[src/rtl/ps2_host_tx.sv]
// PS/2 host-to-device command transmitter: inhibit, request-to-send, 11-clock frame, ack check.
// Optional feature: define PS2_TX_RETRY_EN to retry a failed byte once before reporting tx_err.
module ps2_host_tx #(
    parameter int INHIBIT_CYCLES = 12000,
    parameter int TIMEOUT_CYCLES = 2000000
) (
    input  logic       clk,
    input  logic       rst_n,
    input  logic       tx_valid,
    input  logic [7:0] tx_data,
    output logic       tx_ready,
    input  logic       ps2c,
    input  logic       ps2d,
    output logic       ps2c_oe,
    output logic       ps2d_oe,
    output logic       tx_done,
    output logic       tx_err
);

    typedef enum logic [2:0] {
        IDLE,
        INHIBIT,
        REQ,
        SEND,
        ACK,
        WAIT_IDLE
    } state_t;

    localparam int DLY_W = $clog2((INHIBIT_CYCLES > 16) ? INHIBIT_CYCLES : 16) + 1;
    localparam int TMO_W = $clog2(TIMEOUT_CYCLES + 1) + 1;

    state_t           state;
    state_t           state_d;
    logic             ps2c_p0;
    logic             ps2c_p1;
    logic             ps2c_p2;
    logic             ps2d_p0;
    logic             ps2d_p1;
    logic             fall;
    logic             lines_idle;
    logic             tmo_hit;
    logic             err_now;
    logic             done_now;
    logic             accept;
    logic             retry_ok;
    logic [DLY_W-1:0] dly_cnt;
    logic [3:0]       edge_cnt;
    logic [TMO_W-1:0] tmo_cnt;
    logic [7:0]       tx_byte;
    logic             tx_par;

    // Bit on the wire after edge_cnt device clock falls: start, D0..D7, parity, stop.
    function automatic logic frame_bit(input logic [3:0] n, input logic [7:0] d, input logic p);
        logic [2:0] idx;
        idx = 3'(n - 4'd1);
        if (n == 4'd0)
            frame_bit = 1'b0;
        else if (n <= 4'd8)
            frame_bit = d[idx];
        else if (n == 4'd9)
            frame_bit = p;
        else
            frame_bit = 1'b1;
    endfunction

    // Synchronizer stage: p0/p1 are the 2-FF chain, ps2c_p2 holds the previous synced clock.
    always_ff @(posedge clk or negedge rst_n) begin
        if (!rst_n) begin
            ps2c_p0 <= 1'b1;
            ps2c_p1 <= 1'b1;
            ps2c_p2 <= 1'b1;
            ps2d_p0 <= 1'b1;
            ps2d_p1 <= 1'b1;
        end else begin
            ps2c_p0 <= ps2c;
            ps2c_p1 <= ps2c_p0;
            ps2c_p2 <= ps2c_p1;
            ps2d_p0 <= ps2d;
            ps2d_p1 <= ps2d_p0;
        end
    end

    assign fall       = ~ps2c_p1 & ps2c_p2;
    assign lines_idle = ps2c_p1 & ps2d_p1;
    assign tmo_hit    = (tmo_cnt == '0) & ~fall;
    assign accept     = (state == IDLE) & tx_valid;
    assign done_now   = (state == WAIT_IDLE) & lines_idle;

    always_comb begin
        err_now = 1'b0;
        case (state)
            SEND:      err_now = tmo_hit;
            ACK:       err_now = tmo_hit | (fall & ps2d_p1);
            WAIT_IDLE: err_now = tmo_hit & ~lines_idle;
            default:   err_now = 1'b0;
        endcase
    end

`ifdef PS2_TX_RETRY_EN
    logic retry_used;

    always_ff @(posedge clk or negedge rst_n) begin
        if (!rst_n)
            retry_used <= 1'b0;
        else if (accept)
            retry_used <= 1'b0;
        else if (err_now)
            retry_used <= 1'b1;
    end

    assign retry_ok = ~retry_used;
`else
    assign retry_ok = 1'b0;
`endif

    always_ff @(posedge clk or negedge rst_n) begin
        if (!rst_n)
            state <= IDLE;
        else
            state <= state_d;
    end

    always_comb begin
        state_d = state;
        case (state)
            IDLE: begin
                if (tx_valid)
                    state_d = INHIBIT;
            end
            INHIBIT: begin
                if (dly_cnt == '0)
                    state_d = REQ;
            end
            REQ: begin
                if (dly_cnt == '0)
                    state_d = SEND;
            end
            SEND: begin
                if (err_now)
                    state_d = retry_ok ? INHIBIT : IDLE;
                else if (fall && edge_cnt == 4'd9)
                    state_d = ACK;
            end
            ACK: begin
                if (err_now)
                    state_d = retry_ok ? INHIBIT : IDLE;
                else if (fall)
                    state_d = WAIT_IDLE;
            end
            WAIT_IDLE: begin
                if (done_now)
                    state_d = IDLE;
                else if (err_now)
                    state_d = retry_ok ? INHIBIT : IDLE;
            end
            default: state_d = IDLE;
        endcase
    end

    always_comb begin
        tx_ready = (state == IDLE);
        ps2c_oe  = (state == INHIBIT) || (state == REQ);
        tx_done  = done_now;
        tx_err   = err_now & ~retry_ok;
        case (state)
            REQ:     ps2d_oe = 1'b1;
            SEND:    ps2d_oe = ~err_now & ~frame_bit(edge_cnt, tx_byte, tx_par);
            default: ps2d_oe = 1'b0;
        endcase
    end

    always_ff @(posedge clk or negedge rst_n) begin
        if (!rst_n) begin
            dly_cnt  <= '0;
            edge_cnt <= '0;
            tmo_cnt  <= '0;
        end else begin
            if (state_d == INHIBIT && state != INHIBIT)
                dly_cnt <= DLY_W'(INHIBIT_CYCLES - 1);
            else if (state == INHIBIT && state_d == REQ)
                dly_cnt <= DLY_W'(15);
            else if ((state == INHIBIT || state == REQ) && dly_cnt != '0)
                dly_cnt <= dly_cnt - DLY_W'(1);

            if (state_d == INHIBIT && state != INHIBIT)
                edge_cnt <= '0;
            else if (state == SEND && fall)
                edge_cnt <= edge_cnt + 4'd1;

            // The device gets a fresh budget on SEND entry and after every falling edge.
            if ((state_d == SEND && state != SEND) || fall)
                tmo_cnt <= TMO_W'(TIMEOUT_CYCLES);
            else if ((state == SEND || state == ACK || state == WAIT_IDLE) && tmo_cnt != '0)
                tmo_cnt <= tmo_cnt - TMO_W'(1);
        end
    end

    always_ff @(posedge clk) begin
        if (accept) begin
            tx_byte <= tx_data;
            tx_par  <= ~^tx_data;
        end
    end

endmodule
[config.mk]
export PLATFORM = sky130hd
export DESIGN_NAME = ps2_host_tx
export DESIGN_NICKNAME = d
export VERILOG_FILES = /design/src/rtl/ps2_host_tx.sv
export SDC_FILE = /design/constraint.sdc
export NUM_CORES = 1
export LEC_CHECK = 0
export ABC_AREA = 1
export ABC_CLOCK_PERIOD_IN_PS = 2600
export BUFFER_PORTS_ARGS = -buffer_cell sky130_fd_sc_hd__buf_2
export CORE_ASPECT_RATIO = 1.4
export CORE_UTILIZATION = 45
export CTS_CLUSTER_SIZE = 12
export DETAILED_ROUTE_END_ITERATION = 8
export PLACE_DENSITY = 0.59
export SLEW_MARGIN = 40
export SYNTH_ARGS = -nofsm -noshare
export SYNTH_HDL_FRONTEND = slang
export SYNTH_SLANG_ARGS = --single-unit
[constraint.sdc]
create_clock -name clk -period 2.6 [get_ports clk]
set_input_delay 0.13 -clock clk [delete_from_list [all_inputs] [get_ports clk]]
set_output_delay 0.13 -clock clk [all_outputs]
set_load 0.02 [all_outputs]
# Word level (Yosys, flattened, before mapping)
# Cells that the tools add are included.
[totals]
wordCells = 88
memories = 0
regBits = 58
latch_bits = 0
ram_bits = 0
output_inout_bits = 5
rom_bits = 0
inputBits = 13
[classes]
eq_ne = 11
bitwise_logic = 14
n_shift = 0
n_reduce_logical = 21
mux = 25
multipliers = 0
magnitude_cmp = 2
div = 0
addsub = 4
[op_table]
columns = ["cell", "count"]
rows = [
  ["15-bit two-way mux", 3],
  ["22-bit two-way mux", 2],
  ["3-bit two-way mux", 9],
  ["22-bit logical NOT", 1],
  ["22-bit nonzero test", 1],
  ["22-bit by 1-bit subtractor with 22-bit output (second input constant)", 1],
  ["3-bit case mux with 6 select lines", 1],
  ["15-bit logical NOT", 1],
  ["15-bit nonzero test", 1],
  ["15-bit by 1-bit subtractor with 15-bit output (second input constant)", 1],
  ["3-bit by 2-bit equality test with 1-bit output (second input constant)", 4],
  ["1-bit AND", 8],
  ["4-bit two-way mux", 2],
  ["8-bit XNOR reduction", 1],
  ["1-bit logical AND", 7],
  ["3-bit by 1-bit equality test with 1-bit output (second input constant)", 2],
  ["3-bit equality test (second input constant)", 2],
  ["1-bit two-way mux", 5],
  ["1-bit NOT", 5],
  ["4-bit by 1-bit adder with 4-bit output (second input constant)", 1],
  ["4-bit equality test (second input constant)", 1],
  ["4-bit <= comparator (second input constant)", 1],
  ["4-bit logical NOT", 1],
  ["1-bit logical OR", 4],
  ["other kinds (11)", 12],
]

# Logic depth before layout (Yosys ltp)
[depth]
word_depth = 13
mapped_depth = 12
mapped_depth_nobuf = 11

# Least setup slack after synthesis
# No wires, ideal clock.
[synth_path]
path_type = "flip-flop to flip-flop"
from = "register state[0]"
to = "register tx_byte[0], enable pin"
path_stages_with_launch = 6
path_slack_ps = 614
synth_period_minus_slack_ps = 1986
path_buffers = 2
t_required_ps = 2264
setup_ps = 336
t_arrival_ps = 1650
cell_sequence = "dfrtp_1 -> clkbuf_2 -> nor3_1 -> nand2_1 -> clkbuf_1 -> inv_1"
[synth_via]
elab_chain_len = 2
[synth_lines]
columns = ["element", "line", "rtl"]
rows = [
  ["start, declared", "32", "state_t state;"],
  ["start signal, assigned", "120", "state <= state_d;"],
  ["3-bit logical NOT", "--", ""],
  ["named net tx_ready", "11", "output logic tx_ready,"],
  ["1-bit AND", "86", "assign accept = (state == IDLE) & tx_valid;"],
  ["named net accept", "44", "logic accept;"],
  ["end signal, assigned", "200", "tx_byte <= tx_data;"],
  ["end, declared", "49", "logic [7:0] tx_byte;"],
]
# The timed path passes the listed nets, and every way through them passes these cells.
# A chain may end at the register's enable or synchronous reset.

# Worst setup path in the final report
[layout_path]
from = "register tmo_cnt[0]"
to = "output port ps2d_oe"
[layout_via]
elab_chain_len = 7
word_cells_on_any_way = 8
classes_between = "2 x mux; 5 x bitwise; 1 x reduce/logical"
[layout_lines]
columns = ["element", "line", "rtl"]
rows = [
  ["start, declared", "48", "logic [TMO_W-1:0] tmo_cnt;"],
  ["start signal, assigned", "192", "tmo_cnt <= TMO_W'(TIMEOUT_CYCLES);"],
  ["start signal, assigned", "194", "tmo_cnt <= tmo_cnt - TMO_W'(1);"],
  ["22-bit logical NOT *", "85", "assign tmo_hit = (tmo_cnt == '0) & ~fall;"],
  ["1-bit AND *", "85", ""],
  ["1-bit AND or 1-bit OR (tied branches)", "94, 93", ""],
  ["1-bit case mux with 3 select lines *", "91", "case (state)"],
  ["1-bit NOT *", "167", "SEND: ps2d_oe = ~err_now & ~frame_bit(edge_cnt, tx_byte, tx_par);"],
  ["1-bit AND *", "167", ""],
  ["1-bit case mux with 2 select lines *", "165", "case (state)"],
  ["end, declared", "15", "output logic ps2d_oe,"],
]
# Every way passes the cells marked *; elsewhere a longest branch is shown, timed or not.

==> metrics.txt <==
CTS clk-pin slew, worst paths 0.07 ns; Layout Cell Area excl Fill 4080 sq um; syn nets 507; Core Util, Final 53.0%; FF-to-FF End tmo_cnt[2]$_DFFE_PN0P_; Filler Cell Count 741; worst setup margin 0.324 ns; most frequent cells in the layout nand2_1, nor2_1, nand3_1, dfrtp_1, inv_1; cells after synthesis 488; slowest CP cell dfrtp_1; DP Cell Count about 600; Slew Viols, Final 0; Placement Setup Slack 0.521 ns; Root Buffer clkbuf_8; RSZ-0062 raised after global routing no; sequential share of the synthesized area 42.2%; WP data required 2.47 ns; clk sink count slightly below 60; CTS tree done; row count 38; DR iter-0 viols 109; CP Max Fanout 7; IO Pins 18; Final period util roughly 88%; FMAX ~0.44 GHz; Critical Path Sink Type primary output; final setup fails 0; setup TNS 0 ns; Peak VDD IR just over 0.0003 V; crit path cell chain inv_1, ha_1, nand2_2, nor2_4, nand3_4, nand2_1, nand3_1, nand3_1, nand2_1, buf_2; wire length per cell 12.7 um; nets 540; reg2reg path depth 10; cell area power density 576 nW/um^2; Clock Skew 0.00809 ns; Crit Reg-Reg Startpoint tmo_cnt[0]$_DFFE_PN0P_; # port buffers 17; synth unique cells 37; cell area after synthesis 3560 sq um; Residual DRC 0; Total Wirelength 7.95 mm; Core ar. a little under 8000 sq um; Worst Path Arrival 2.15 ns; flop-to-flop setup slack 0.52 ns; Cell Count, Final, Fillers Out ~630; number of global-route vias before repair 3153; most common cell after layout, fill and taps aside nand2_1; initial core utilization 46.2%; die span in x 77.2 um; Avg Cell Area, Syn 7.30 sq um; Ant. Diodes 0; post-layout power 2.35 mW; Hold WS 0.287 ns; Die Y between 100 and 150 um; yosys warns 0; status finished clean; Antenna Nets Post-Route 0; Setup crit end ps2d_oe; Max-Cap Viols 0; TritonRoute pass-1 iters 4; fin crit period between 2 and 2.5 ns; share of layout cells above drive strength 1 approximately 11%; initial antenna violation count 0; worst-margin pin slew 0.633 ns; Min-Delay Path Class input pin to flop; Yosys reg bits 58; die area 8280 sq um; GRT Resource Usage Total 21.9%; Leakage 1.97 nW; Critical Path Stages 10; CTS max path bufs 2; Clock Latency Late Sink 0.34 ns; first-pass GRT wire length about 14 mm; via count 3091; routability cong. roughly 0.90; delay-heaviest family, CP simple AND/OR/NAND/NOR gates; Worst setup startpoint tmo_cnt[0]$_DFFE_PN0P_; placed cell area 3740 sq um; Critical Path Max Stage Delay 0.38 ns; H-tree depth 3; Final Hold Vio Count 0; Via density between 4 and 5; Overflow after GRT 0; CP Buf/Inv Count 2; dpl hpwl 5.83 mm; largest net degree at the start of global routing 50; total CTS buffers 9; area grow syn2layout 14.5%; crit path launch type flop; Post-CTS Setup Inserts 0; kind of critical path flop to primary output; Max-slew headroom between 50% and 60%
[cell usage after synthesis, drive strengths merged]
library cell | number | area share [%]
o211ai | 1 | 0.21
nand2 | 164 | 18
nand3 | 48 | 7.5
nor2 | 80 | 9.1
and3 | 2 | 0.35
nand4 | 8 | 1.4
nand3b | 8 | 1.7
dfstp | 5 | 3.7
clkinv | 1 | 0.11
a21oi | 3 | 0.42
buf | 7 | 1.4
a21o | 1 | 0.21
a22oi | 1 | 0.21
inv | 46 | 4.9
xnor2 | 10 | 2.5
ha | 6 | 2.1
clkbuf | 2 | 0.25
xor2 | 15 | 3.7
o21ai | 20 | 2.9
or2 | 1 | 0.18
o22ai | 1 | 0.18
dfrtp | 44 | 31
nor3 | 5 | 0.84
edfxtp | 9 | 7.6
[timing repair]
action	in CTS	in global routing
endpoints found under the hold margin	54	0
endpoints found under the setup margin	0	0
hold buffers	11	0
resized for setup	0	0
[how the worst min path moves through the flow]
| stage | start | endpoint | slack (ns) | cells past startpoint |
|---|---|---|---|---|
| 2_1_floorplan | rst_n | dly_cnt[0]$_DFFE_PN0P_ | -0.17 | 0 |
| 3_3_place_gp | ps2c | ps2c_p0$_DFF_PN1_ | 0.24 | 1 |
| 3_5_place_dp | ps2d | ps2d_p0$_DFF_PN1_ | 0.24 | 1 |
| 4_1_cts | tx_valid | edge_cnt[0]$_DFFE_PN0P_ | 0.27 | 5 |
| 5_1_grt | tx_valid | edge_cnt[1]$_DFFE_PN0P_ | 0.31 | 5 |
| 6_report | tx_valid | edge_cnt[0]$_DFFE_PN0P_ | 0.29 | 5 |
[report_power, final]
part           internal, mW  total (mW)  switching [mW]
Clock                 0.619       0.978           0.358
Combinational         0.129       0.352           0.224
Sequential            0.972        1.02          0.0488
Total                  1.72        2.35           0.631
[cell families (layout without fill, tap and decap cells)]
| logic type | after synthesis | after routing | share of synthesized area, % |
|---|---|---|---|
| AO/OA/AOI/OAI | 27 | 27 | 4.14 |
| XOR/XNOR | 25 | 25 | 6.15 |
| adder cells (fa/ha/maj) | 6 | 6 | 2.11 |
| buffers and inverters | 56 | 94 | 6.67 |
| flip-flops | 58 | 58 | 42.2 |
| AND/OR/NAND/NOR | 316 | 316 | 38.7 |
[state kept, by name, summed over array words and instances (netlist names)]
| register | count |
|---|---|
| ps2d_p1 | 1 |
| ps2c_p2 | 1 |
| ps2c_p0 | 1 |
| edge_cnt | 4 |
| tx_byte | 8 |
| state | 3 |
| dly_cnt | 15 |
| tmo_cnt | 22 |
| ps2d_p0 | 1 |
| ps2c_p1 | 1 |
| tx_par | 1 |
[cell type report]
class                   count  area, sq um  area share, %
flip-flops and latches     58         1500           36.8
inverters                  47          179           4.39
clock inverters             2         60.1           1.47
well taps                 100          125           3.07
clock buffers              14          173           4.23
multi-input cells         374         1820           44.7
repair buffers             31          218           5.34
[worst reg2reg max path: stages, from the launching register on]
cell and delay [ns]:
dfrtp_1 0.38, inv_1 0.17, ha_1 0.23, nand2_2 0.11
nor2_4 0.19, nand3_4 0.12, nand2_2 0.09, nand3_2 0.32
inv_4 0.27, nand2_1 0.08, nand2_1 0.06
[routing by layer]
metal	global-route usage (%)	wire length [um]	up-vias
met4	12.3	230	0
met1	22.5	3100	1424
met5	0	0	-
li1	-	-	1612
met3	4.83	201	16
met2	40.6	4410	39
Note: power is estimated with default switching activity, not from simulation.
